==> config.mk <==
export PLATFORM = sky130hd
export DESIGN_NAME = pong_game_ctrl
export DESIGN_NICKNAME = d
export VERILOG_FILES = /design/src/rtl/pong_pkg.sv /design/src/rtl/pong_game_ctrl_edge_det.sv /design/src/rtl/pong_game_ctrl.sv
export SDC_FILE = /design/constraint.sdc
export NUM_CORES = 1
export LEC_CHECK = 0
export CAP_MARGIN = 40
export CORE_MARGIN = 10
export CORE_UTILIZATION = 50
export DETAILED_ROUTE_END_ITERATION = 12
export GPL_TIMING_DRIVEN = 0
export PLACE_DENSITY = 0.79
export SLEW_MARGIN = 40
export SYNTH_ARGS = -nofsm -noshare
export SYNTH_HDL_FRONTEND = slang
export SYNTH_HIERARCHICAL = 1
export SYNTH_SLANG_ARGS = --single-unit
==> constraint.sdc <==
create_clock -name clk -period 2.12 [get_ports clk]
set_clock_uncertainty 0.15 [all_clocks]
set_input_delay 0.212 -clock clk [delete_from_list [all_inputs] [get_ports clk]]
set_output_delay 0.212 -clock clk [all_outputs]
set_load 0.02 [all_outputs]
==> src/rtl/pong_pkg.sv <==
// pong_pkg -- shared definitions for the pong game controller.
//   state_e     : controller FSM state encoding
//   SIDE_*      : serve_side codes (bit1 = left/P1 serves, bit0 = right/P2 serves)
//   EV_*        : bit positions of the four event inputs in the edge-detect vector
//   *_DEF       : default values for WIN_SCORE, POINT_HOLD, SERVE_DELAY
//   sat_inc     : score increment that saturates at a limit
package pong_pkg;

   typedef enum logic [1:0] {
      ST_SERVE = 2'd0,
      ST_PLAY  = 2'd1,
      ST_POINT = 2'd2,
      ST_OVER  = 2'd3
   } state_e;

   localparam logic [1:0] SIDE_L    = 2'b10;
   localparam logic [1:0] SIDE_R    = 2'b01;
   localparam logic [1:0] SIDE_NONE = 2'b00;

   localparam int EV_P1 = 0;
   localparam int EV_P2 = 1;
   localparam int EV_ML = 2;
   localparam int EV_MR = 3;
   localparam int EV_N  = 4;

   localparam int WIN_SCORE_DEF   = 9;
   localparam int POINT_HOLD_DEF  = 30;
   localparam int SERVE_DELAY_DEF = 120;

   function automatic logic [3:0] sat_inc(input logic [3:0] v, input logic [3:0] lim);
      return (v >= lim) ? v : v + 4'd1;
   endfunction

endpackage

==> src/rtl/pong_game_ctrl_edge_det.sv <==
// edge_det -- rising-edge detector for a vector of level inputs.
//   clk     : system clock
//   rst_n   : asynchronous active-low reset (clears history)
//   in_sig  : WIDTH level inputs
//   rise    : WIDTH pulses, high while input is 1 and previous sample was 0
module edge_det #(
   parameter int WIDTH = 4
) (
   input  logic             clk,
   input  logic             rst_n,
   input  logic [WIDTH-1:0] in_sig,
   output logic [WIDTH-1:0] rise
);

   logic [WIDTH-1:0] prev_q;
   logic [WIDTH-1:0] prev_d;

   always_comb begin
      prev_d = in_sig;
   end

   always_ff @(posedge clk or negedge rst_n) begin
      if (!rst_n) begin
         prev_q <= '0;
      end else begin
         prev_q <= prev_d;
      end
   end

   // Rise uses the live input so the consuming FSM acts on the same edge
   // that first samples the new level.
   for (genvar gi = 0; gi < WIDTH; gi++) begin : g_bit
      assign rise[gi] = in_sig[gi] & ~prev_q[gi];
   end

endmodule

==> src/rtl/pong_game_ctrl.sv <==
// pong_game_ctrl -- serve / play / point / game-over sequencing for pong.
//   clk, rst_n         : clock, asynchronous active-low reset
//   frame_tick         : one-cycle pulse per frame
//   p1_srv, p2_srv     : raw serve button levels
//   miss_l, miss_r     : ball touching left / right wall (levels)
//   ball_run, ball_dir : ball motion enable, direction (1 = right)
//   ball_reset         : one-cycle re-centre pulse
//   serve_side         : {P1 serves, P2 serves}
//   score1, score2     : BCD points
//   game_over, beep_pt : game ended, point-scored beep request
// Optional feature: define PONG_AUTO_SERVE_EN to serve automatically after
// SERVE_DELAY frame ticks in SERVE.
module pong_game_ctrl
   import pong_pkg::*;
#(
   parameter int WIN_SCORE   = WIN_SCORE_DEF,
   parameter int POINT_HOLD  = POINT_HOLD_DEF,
   parameter int SERVE_DELAY = SERVE_DELAY_DEF
) (
   input  logic       clk,
   input  logic       rst_n,
   input  logic       frame_tick,
   input  logic       p1_srv,
   input  logic       p2_srv,
   input  logic       miss_l,
   input  logic       miss_r,
   output logic       ball_run,
   output logic       ball_dir,
   output logic       ball_reset,
   output logic [1:0] serve_side,
   output logic [3:0] score1,
   output logic [3:0] score2,
   output logic       game_over,
   output logic       beep_pt
);

   localparam int HOLD_W = $clog2(POINT_HOLD + 1);
   localparam logic [HOLD_W-1:0] HOLD_LAST = HOLD_W'(POINT_HOLD - 1);
   localparam logic [3:0] WIN_S = 4'(WIN_SCORE);

   logic [EV_N-1:0] rise;

   edge_det #(.WIDTH(EV_N)) u_edge (
      .clk    (clk),
      .rst_n  (rst_n),
      .in_sig ({miss_r, miss_l, p2_srv, p1_srv}),
      .rise   (rise)
   );

   state_e            state_q, state_d;
   logic [HOLD_W-1:0] hold_q, hold_d;
   logic              ball_run_q, ball_run_d;
   logic              ball_dir_q, ball_dir_d;
   logic              ball_reset_q, ball_reset_d;
   logic [1:0]        serve_side_q, serve_side_d;
   logic [3:0]        score1_q, score1_d;
   logic [3:0]        score2_q, score2_d;
   logic              game_over_q, game_over_d;
   logic              beep_pt_q, beep_pt_d;
   logic              serve_go;

`ifdef PONG_AUTO_SERVE_EN
   localparam int SRV_W = $clog2(SERVE_DELAY + 1);
   localparam logic [SRV_W-1:0] SRV_LAST = SRV_W'(SERVE_DELAY - 1);
   logic [SRV_W-1:0] srv_cnt_q, srv_cnt_d;
`endif

   always_comb begin
      state_d      = state_q;
      hold_d       = hold_q;
      ball_dir_d   = ball_dir_q;
      ball_reset_d = 1'b0;
      serve_side_d = serve_side_q;
      score1_d     = score1_q;
      score2_d     = score2_q;
      serve_go     = 1'b0;
`ifdef PONG_AUTO_SERVE_EN
      srv_cnt_d    = srv_cnt_q;
`endif

      case (state_q)
         ST_SERVE: begin
            // Only the flagged server's button counts.
            serve_go = (serve_side_q == SIDE_L && rise[EV_P1]) ||
                       (serve_side_q == SIDE_R && rise[EV_P2]);
`ifdef PONG_AUTO_SERVE_EN
            if (frame_tick) begin
               if (srv_cnt_q == SRV_LAST) begin
                  serve_go = 1'b1;
               end else begin
                  srv_cnt_d = srv_cnt_q + SRV_W'(1);
               end
            end
`endif
            if (serve_go) begin
               state_d      = ST_PLAY;
               ball_dir_d   = serve_side_q[1];   // P1 serves rightwards
               serve_side_d = SIDE_NONE;
            end
         end
         ST_PLAY: begin
            // Left miss wins a tie: P2 is credited.
            if (rise[EV_ML]) begin
               score2_d     = sat_inc(score2_q, WIN_S);
               serve_side_d = SIDE_L;
               state_d      = ST_POINT;
               hold_d       = '0;
            end else if (rise[EV_MR]) begin
               score1_d     = sat_inc(score1_q, WIN_S);
               serve_side_d = SIDE_R;
               state_d      = ST_POINT;
               hold_d       = '0;
            end
         end
         ST_POINT: begin
            if (frame_tick) begin
               if (hold_q == HOLD_LAST) begin
                  if (score1_q == WIN_S || score2_q == WIN_S) begin
                     state_d = ST_OVER;
                  end else begin
                     state_d      = ST_SERVE;
                     ball_reset_d = 1'b1;
                  end
               end else begin
                  hold_d = hold_q + HOLD_W'(1);
               end
            end
         end
         ST_OVER: begin
            if (rise[EV_P1] || rise[EV_P2]) begin
               score1_d     = '0;
               score2_d     = '0;
               serve_side_d = SIDE_L;
               ball_reset_d = 1'b1;
               state_d      = ST_SERVE;
            end
         end
         default: state_d = ST_SERVE;
      endcase

`ifdef PONG_AUTO_SERVE_EN
      if (state_d == ST_SERVE && state_q != ST_SERVE) begin
         srv_cnt_d = '0;
      end
`endif

      // Level outputs follow the next state so they are registered alongside it.
      ball_run_d  = (state_d == ST_PLAY);
      game_over_d = (state_d == ST_OVER);
      beep_pt_d   = (state_d == ST_POINT);
   end

   always_ff @(posedge clk or negedge rst_n) begin
      if (!rst_n) begin
         state_q      <= ST_SERVE;
         hold_q       <= '0;
         ball_run_q   <= 1'b0;
         ball_dir_q   <= 1'b1;
         ball_reset_q <= 1'b0;
         serve_side_q <= SIDE_L;
         score1_q     <= '0;
         score2_q     <= '0;
         game_over_q  <= 1'b0;
         beep_pt_q    <= 1'b0;
`ifdef PONG_AUTO_SERVE_EN
         srv_cnt_q    <= '0;
`endif
      end else begin
         state_q      <= state_d;
         hold_q       <= hold_d;
         ball_run_q   <= ball_run_d;
         ball_dir_q   <= ball_dir_d;
         ball_reset_q <= ball_reset_d;
         serve_side_q <= serve_side_d;
         score1_q     <= score1_d;
         score2_q     <= score2_d;
         game_over_q  <= game_over_d;
         beep_pt_q    <= beep_pt_d;
`ifdef PONG_AUTO_SERVE_EN
         srv_cnt_q    <= srv_cnt_d;
`endif
      end
   end

   assign ball_run   = ball_run_q;
   assign ball_dir   = ball_dir_q;
   assign ball_reset = ball_reset_q;
   assign serve_side = serve_side_q;
   assign score1     = score1_q;
   assign score2     = score2_q;
   assign game_over  = game_over_q;
   assign beep_pt    = beep_pt_q;

endmodule

== Word-level counts from Yosys, hierarchy flattened ==
Cells that the tools add are included.
Storage, ports and cells
  flip-flop bits (word level): 26
  bits of input ports: 7
  output and inout bits: 15
  word-level logic and storage cells: 90
Cells by class
  add/subtract/negate cells: 3
  magnitude comparators: 2
  equality and inequality tests: 21
  mux-type cells: 31
  bitwise operators: 8
  reductions and logical operators: 14
Operators by type and width (count)
  $mux W4: 6
  $mux W2: 11
  $mux W5: 4
  $ne A2 B2 Y1 const B: 9
  $pmux W4 S2: 2
  $reduce_and A4 Y1: 3
  $eq A2 B2 Y1 const B: 5
  $pmux W5 S2: 1
  $add A4 B1 Y4 const B: 2
  $eq A4 B4 Y1 const B: 2
  $ge A4 B4 Y1 const B: 2
  $pmux W2 S4: 1
  $eq A2 B1 Y1 const B: 3
  $pmux W2 S3: 1
  $add A5 B1 Y5 const B: 1
  $eq A5 B5 Y1 const B: 1
  $reduce_and A5 Y1: 1
  $and A1 B1 Y1: 4
  $mux W1: 4
  $not A1 Y1: 4
  $reduce_bool A2 Y1: 2
  $logic_or A1 B1 Y1: 3
  $ne A3 B3 Y1 const B: 1
  $reduce_bool A3 Y1: 1
  other kinds (4): 5

== Logic depth before layout (Yosys ltp) ==
Gate-level depths: netlist of run 1.
  word-level depth: 7
  mapped depth: 6
  mapped depth without buffers: 6

== By module ==
Netlist of run 1, hierarchy kept.
By module, submodules not included
  pong_game_ctrl: times used 1, cells an instance 137, area each 1262.5 um^2, sequential area each 553.0 um^2
  edge_det: times used 1, cells an instance 8, area each 155.1 um^2, sequential area each 100.1 um^2

== Worst setup path before layout of run 1 ==
No wires, ideal clock.
  kind: flip-flop to flip-flop
  start point: register score1_q[1] (netlist: score1[1])
  end point: register score1_q[0] (netlist: score1[0])
  setup time: 0.126 ns
  data arrival time: 1.600 ns
  required time: 1.844 ns
  slack: 0.244 ns
  stages on the path, launching flop included: 7
  buffers on the path: 0
  period minus slack after synthesis: 1.876 ns
  cells stage by stage: dfrtp_1 inv_1 ha_1 or3b_1 a21oi_1 nor3_1 a221o_1
On the way
  longest elaborated chain between the ends: 3
RTL lines
  start: declaration: line pong_game_ctrl.sv:56  | logic [3:0] score1_q, score1_d;
  start signal: assignment: line pong_game_ctrl.sv:175  | score1_q <= score1_d;
  $ge A4 B4 Y1: line pong_pkg.sv:31  | return (v >= lim) ? v : v + 4'd1;
  $ne A2 B2 Y1 (no source line)
  $reduce_and A5 Y1 (no source line)
Every way passes these cells.
A chain may end at the register's enable or synchronous reset.

== Worst setup path after layout of run 1 ==
  start point: register score1_q[0] (netlist: score1[0])
  end point: register score1_q[0] (netlist: score1[0])
On the way
  longest elaborated chain between the ends: 5
  elaborated cells between the ends (all ways): 8
  classes of those cells: add/sub (1); order compare (1); eq/ne (1); mux (4); reduce/logical (1)
RTL lines
  $add A4 B1 Y4: line pong_pkg.sv:31
  $mux W4: line pong_pkg.sv:31
  $mux W4: line pong_game_ctrl.sv:108  | end else if (rise[EV_MR]) begin
  $mux W4: line pong_game_ctrl.sv:103  | if (rise[EV_ML]) begin
  $pmux W4 S2: line pong_game_ctrl.sv:81  | case (state_q)
Parallel ways exist; a longest one is shown, timed or not. The select of a mux whose other input is x is not followed.

==> results by group, run 1 <==
Finish
  – Multi-input gate area: 722 sq um
  – # fillers: 232
  – Leading cell type in the layout, fill and taps excluded: dfrtp_1
  – Layout area overhead: 20.5%
  – Final #Nets: 187
  – Final instance area: 1710 sq um
  – Register area: 653 sq um
  – Proportion of layout cells with a drive suffix above 1: 9.94%
  – Most frequent cells in the layout: dfrtp_1 (24), clkdlybuf4s50_1 (20), nand2_1 (17)
  – Antenna cells: 0
  – Final Util: 62.5%
  – Fin cells: 202

Synth
  – Top FF cell, synth: dfrtp_1
  – Ys Warns: 6
  – Register area share after synthesis: 46.1%
  – Seq cells post-synth: 26
  – Syn avg cell area: 9.78 sq um
  – Mapped cell area: 1420 sq um
  – FFs w/ async S/R, synth: 100%
  – Number of synthesized flops with an enable pin: 0
  – Post-synth cell types: 38
  – Mapped Cells: 145
  – Syn_nets: 160

Clock tree
  – Post-CTS resize count: 0
  – Clock latency on the worst-skew pair: 0.32 ns
  – Root Buffer: clkbuf_4
  – Clock Path Buffers: 2
  – Clk pin slew, worst setup/hold paths: 0.14 ns
  – H-Tree Depth: 1
  – Clock sink count: 26
  – CTS tree: yes
  – Num CTS Buffers: 3

Critical path
  – CP Max Fanout: 7
  – CP Class: flop to flop
  – Crit. End Element: flop
  – CP arrival: 1.98 ns
  – CP required: 2.19 ns
  – Worst Setup Start Kind: flop

Global routing
  – Overflow after GRT: 0
  – First-pass GRT wire length: 5230 um
  – Initial antenna violation count: 0
  – Largest net degree at the start of global routing: 27
  – Vias in the first global route: 1,153
  – GRT Util Overall: 11.7%

Die
  – Die Height: 73.2 um
  – I/O Pins: 22
  – Initial core utilization: 51.9%
  – DIE WIDTH: 73.2 um
  – Core ar.: 2730 sq um
  – Die area: 5360 sq um
  – Row count: 19

Timing
  – Max-slew violations: 0
  – Final Hold Viols: 0
  – Normalized max-slew margin: 62.4%
  – Unrepaired setup endpoints after global routing: no
  – Sum Neg Setup Slack: 0 ns
  – Hold_ws: 0.197 ns
  – Post-route minimum period: 1.92 ns
  – Min setup slack post-route: 0.205 ns
  – Worst Tran Pin Value: 0.565 ns
  – Fin crit share: 90.3%
  – # setup viols final: 0
  – Max Freq: 0.522 GHz

Power and ir drop
  – Pleak: 0.790 nW
  – Worst vdd ir: 0.831 mV
  – Tot Pwr: 2.11 mW
  – Power per cell area: 1230 nW/um^2

Routing
  – DRT Pass-1 Iters: 4
  – Via density: 5.80
  – DRT antenna net count: 0
  – Vias post-DR: 1,171
  – Residual DRC: 0
  – DR WL/cell: 15.3 um
  – Drt total wl: 3090 um
  – Drt first-iter violations: 72

Placed design
  – Post-Place Cells: 197
  – Setup WS pre-CTS: 0.227 ns
  – Buffers added on ports: 21
  – Placer congestion estimate: 0.871
  – HPWL Detailed: 2360 um
  – DP Area: 1660 sq um

Hold path
  – Worst min path class: input port to flop

Run status
  – Outcome: finished clean

Flow run
  – Max-cap violations: 0
path summary, 6_finish.rpt:
kind	startpoint	end	slack, ns	cells past startpoint
max	score1[0]$_DFFE_PN0P_	score1[0]$_DFFE_PN0P_	0.20	5
min	miss_l	u_edge/prev_q[2]$_DFF_PN0_	0.20	1
max reg2reg	score1[0]$_DFFE_PN0P_	score1[0]$_DFFE_PN0P_	0.20	5
min reg2reg	serve_side[0]$_DFFE_PN0P_	ball_dir$_DFFE_PN1P_	0.38	1
max in group asynchronous	rst_n	ball_dir$_DFFE_PN1P_	1.20	2
min in group asynchronous	rst_n	hold_q[2]$_DFFE_PN0P_	0.25	2
area by class of cell:
class,count,area share (%)
Buffer,2,0.513
Inverter,9,1.98
Sequential cell,26,38.2
Clock buffer,4,2.12
Timing Repair Buffer,22,12.6
Multi-Input combinational cell,108,42.3
Tap cell,31,2.27
Yosys cell counts, drive strengths merged (2+ instances only):
cell type / count / area share [%]
o31ai: 2 / 1.1
ha: 8 / 7.1
nor2: 12 / 3.2
nor3b: 2 / 1.1
nor2b: 4 / 3.9
o22ai: 2 / 0.88
o21ai: 11 / 3.9
a221o: 2 / 1.4
dfrtp: 24 / 42
and2: 2 / 0.88
and2b: 2 / 1.2
a31oi: 3 / 1.3
nand2: 17 / 4.5
inv: 9 / 2.4
o311ai: 2 / 1.2
nor3: 3 / 1.1
or3b: 2 / 1.2
mux2i: 2 / 1.4
a21oi: 6 / 2.1
dfstp: 2 / 3.7
nand3: 8 / 2.8
nand2b: 4 / 1.8
nand3b: 4 / 3.0
state kept, by name, summed over array words and instances (netlist names):
| signal | cells |
|---|---|
| hold_q | 5 |
| beep_pt | 1 |
| score2 | 4 |
| serve_side | 2 |
| score1 | 4 |
| u_edge/prev_q | 4 |
| game_over | 1 |
| state_q | 2 |
| ball_run | 1 |
| ball_dir | 1 |
| ball_reset | 1 |
cells by family after synthesis:
| kind of cell | Yosys count | synth area share [%] |
|---|---|---|
| buffers and inverters | 11 | 3.00 |
| muxes | 2 | 1.41 |
| DFF | 26 | 46.1 |
| and+or+nand+nor | 64 | 26.8 |
| adders and majority gates | 8 | 7.06 |
| AOI/OAI and AO/OA | 34 | 15.6 |
per-layer routing:
metal	up-vias	GRT usage, %	share of wire [%]
met2	50	19.9	47
met5	-	0	0
li1	563	-	-
met1	554	14.0	44
met4	0	2.53	0.68
met3	4	3.81	9.0
report_power, final:
| group | internal [mW] | total, mW | switching [mW] | leakage, nW |
|---|---|---|---|---|
| logic | 0.474 | 1.03 | 0.556 | 0.441 |
| registers | 0.651 | 0.827 | 0.176 | 0.328 |
| clock network | 0.105 | 0.252 | 0.147 | 0.0210 |
what timing repair did:
item,in CTS,in global routing
setup buffers,0,0
hold endpoints to repair,24,0
endpoints found under the setup margin,0,0
hold buffers,1,0
critical path, cell delays in order (launching register included):
cell     delay (ns)
dfrtp_1        0.48
ha_1           0.25
or3b_1         0.39
a21oi_1        0.22
nor3_1         0.06
a221o_1        0.27
(Power assumes the default switching activity.)
==> run 2: changes to the inputs <==
==> constraint.sdc (replaced) <==
create_clock -name clk -period 2.12 [get_ports clk]
set_clock_uncertainty 0.15 [all_clocks]
set_input_delay 0.212 -clock clk [delete_from_list [all_inputs] [get_ports clk]]
set_output_delay 0.212 -clock clk [all_outputs]
set_load 0.005 [all_outputs]
==> results of run 2 <==
The final DEF is identical to that of run 1. Status: finished clean.
Main changes from that run: total power 2.11 mW -> 1.99 mW; worst IR drop on VDD 0.831 mV -> 0.718 mV
==> run 3: changes to the inputs <==
--- a/config.mk
+++ b/config.mk
@@ -11,8 +11,10 @@
 export DETAILED_ROUTE_END_ITERATION = 12
 export GPL_TIMING_DRIVEN = 0
 export PLACE_DENSITY = 0.79
+export SETUP_SLACK_MARGIN = 0.15
 export SLEW_MARGIN = 40
 export SYNTH_ARGS = -nofsm -noshare
 export SYNTH_HDL_FRONTEND = slang
 export SYNTH_HIERARCHICAL = 1
 export SYNTH_SLANG_ARGS = --single-unit
+export TNS_END_PERCENT = 10
==> run 3 against run 2 <==
Sequential cell count unchanged. Utilization up 0.60 points. Combinational power up 2.3%. Clock power about the same. Count of clock-buffer cells in the layout unchanged. Maximum frequency up 0.42%. Design area up 0.95%. Routed wire length up 0.65%. Sequential power about the same. Setup slack better by 0.0080 ns. Critical path depth up 1.
==> results by group, run 3 (synthesized netlist as in run 1, its figures left out) <==
Timing
  – Max-slew violations: 0 (unchanged)
  – Fin crit share: 90.0% (-0.38 points)
  – Unrepaired setup endpoints after global routing: no
  – # setup viols final: 0 (unchanged)
  – Worst Tran Pin Value: 0.567 ns (+0.00200 ns)
  – Final Hold Viols: 0 (unchanged)
  – Max Freq: 0.524 GHz (+0.42%)
  – Post-route minimum period: 1.91 ns (-0.00805 ns)
  – Normalized max-slew margin: 62.2% (-0.13 points)
  – Sum Neg Setup Slack: 0 ns (unchanged)

Critical path
  – Crit. End Element: flop
  – CP Class: flop to flop
  – Critical Path Source: score1[0]$_DFFE_PN0P_
  – Launch point of the worst reg-to-reg path: score1[0]$_DFFE_PN0P_
  – CP Max Fanout: 7 (unchanged)
  – CP arrival: 1.97 ns (about the same)
  – Worst Setup Start Kind: flop
  – CP required: 2.19 ns (about the same)

Die
  – Die area: 5360 sq um (unchanged)
  – Row count: 19 (unchanged)
  – DIE WIDTH: 73.2 um (unchanged)
  – Initial core utilization: 51.9% (unchanged)
  – Core ar.: 2730 sq um (unchanged)
  – I/O Pins: 22 (unchanged)
  – Die Height: 73.2 um (unchanged)

Power and ir drop
  – Pleak: 0.799 nW (+1.2%)
  – Reg power frac: 41.1%
  – Switching Share: 38.0%
  – Clk pwr share: 12.5%
  – Gate power share: 46.4%
  – Power per cell area: 1170 nW/um^2
  – Internal: 1.25 mW
  – Worst vdd ir: 0.726 mV
  – P_sw: 0.764 mW

Hold path
  – Worst min path class: input port to flop
  – Hold_sp: miss_l

Finish
  – Leading cell type in the layout, fill and taps excluded: dfrtp_1
  – # fillers: 232 (unchanged)
  – Multi-input gate area: 722 sq um (unchanged)
  – Proportion of layout cells with a drive suffix above 1: 11.6% (+1.6 points)
  – Final #Nets: 189 (+1.1%)
  – Most frequent cells in the layout: dfrtp_1 (23), clkdlybuf4s50_1 (20), nand2_1 (17)
  – Largest register FFs: 5 (unchanged)
  – Register area: 654 sq um (+0.19%)
  – Antenna cells: 0 (unchanged)
  – Layout area overhead: 21.6%
  – Largest Register: hold_q
  – Final Util: 63.1% (+0.60 points)

Clock tree
  – Clock latency on the worst-skew pair: 0.32 ns (about the same)
  – Root Buffer: clkbuf_4
  – Clock Path Buffers: 2 (unchanged)
  – Clk pin slew, worst setup/hold paths: 0.14 ns (about the same)
  – CTS tree: yes
  – H-Tree Depth: 1 (unchanged)
  – Num CTS Buffers: 3 (unchanged)
  – Clock sink count: 26 (unchanged)

Global routing
  – Initial antenna violation count: 0 (unchanged)
  – Overflow after GRT: 0 (unchanged)
  – Vias in the first global route: 1,153 (unchanged)
  – First-pass GRT wire length: 5230 um (unchanged)
  – GRT Util Overall: 11.7% (unchanged)
  – Largest net degree at the start of global routing: 27 (unchanged)

Placed design
  – HPWL Detailed: 2360 um (unchanged)
  – Placer congestion estimate: 0.871 (unchanged)
  – Buffers added on ports: 21 (unchanged)

Routing
  – DRT antenna net count: 0 (unchanged)
  – Drt total wl: 3110 um (+0.65%)
  – Residual DRC: 0 (unchanged)
  – Drt first-iter violations: 81 (+13%)
  – DR WL/cell: 15.2 um (-0.34%)
  – Via density: 5.69 (-1.9%)
  – DRT Pass-1 Iters: 4 (unchanged)
  – Vias post-DR: 1,160 (-0.94%)

Flow run
  – Max-cap violations: 0 (unchanged)

Run status
  – Outcome: finished clean
## run 3: cell types whose count changed in the layout (fill, tap and decap cells not counted), sizes merged
cell / previous run / this run
buf: 2 / 4
## run 3: worst paths after layout
kind | endpoint | slack (ns) | cells past startpoint
setup / recovery | score1[0]$_DFFE_PN0P_ | 0.21 | 6
hold / removal | u_edge/prev_q[2]$_DFF_PN0_ | 0.20 | 1
setup reg to reg | score1[0]$_DFFE_PN0P_ | 0.21 | 6
hold reg to reg | ball_dir$_DFFE_PN1P_ | 0.38 | 1
max in group asynchronous | score1[0]$_DFFE_PN0P_ | 1.17 | 2
min in group asynchronous | hold_q[2]$_DFFE_PN0P_ | 0.25 | 2
## run 3: layout make-up
cell class | count | area share [%]
Multi-Input combinational cell | 108 | 41.9
Timing Repair Buffer | 24 | 13.4
Inverter | 9 | 1.96
Tap cell | 31 | 2.25
Sequential cell | 26 | 38.0
Clock buffer | 4 | 2.10
Buffer | 2 | 0.508
## run 3: stage by stage
step | hold WS, ns | setup WS, ns | cells | total power, mW | area (sq um)
2_1_floorplan | -0.234 | 0.357 | 145 | 1.35 | 1420
5_1_grt | 0.183 | 0.138 | 204 | 2.18 | 1720
3_3_place_gp | 0.356 | 0.269 | 197 | 1.70 | 1670
4_1_cts | 0.194 | 0.218 | 202 | 2.00 | 1710
6_report | 0.197 | 0.213 | 204 | 2.01 | 1720
3_5_place_dp | 0.0951 | 0.227 | 197 | 1.74 | 1660
## run 3: power groups by stage
stage | Clock [mW] | Sequential [mW] | Combinational (mW)
5_1_grt | 0.274 | 0.859 | 1.05
3_5_place_dp | 0 | 0.834 | 0.907
6_report | 0.251 | 0.825 | 0.933
3_3_place_gp | 0 | 0.820 | 0.882
4_1_cts | 0.256 | 0.825 | 0.917
2_1_floorplan | 0 | 0.808 | 0.544
## run 3: routing by layer
| metal | up-vias | global-route usage (%) | share of wire (%) |
|---|---|---|---|
| li1 | 570 | - | - |
| met3 | 2 | 3.81 | 9.4 |
| met2 | 48 | 19.9 | 47 |
| met4 | 0 | 2.53 | 0.42 |
| met1 | 540 | 14.0 | 43 |
| met5 | - | 0 | 0 |
## run 3: repair_timing
item,in CTS,in global routing
hold endpoints to repair,24,0
resized for setup,0,1
buffers inserted,0,2
hold buffers,1,0
endpoints found under the setup margin,0,1
## run 3: critical path: stages (launching register included)
cell     delay (ns)
dfrtp_2        0.48
inv_1          0.10
ha_1           0.16
or3b_1         0.38
a21oi_1        0.22
nor3_1         0.06
a221o_1        0.27
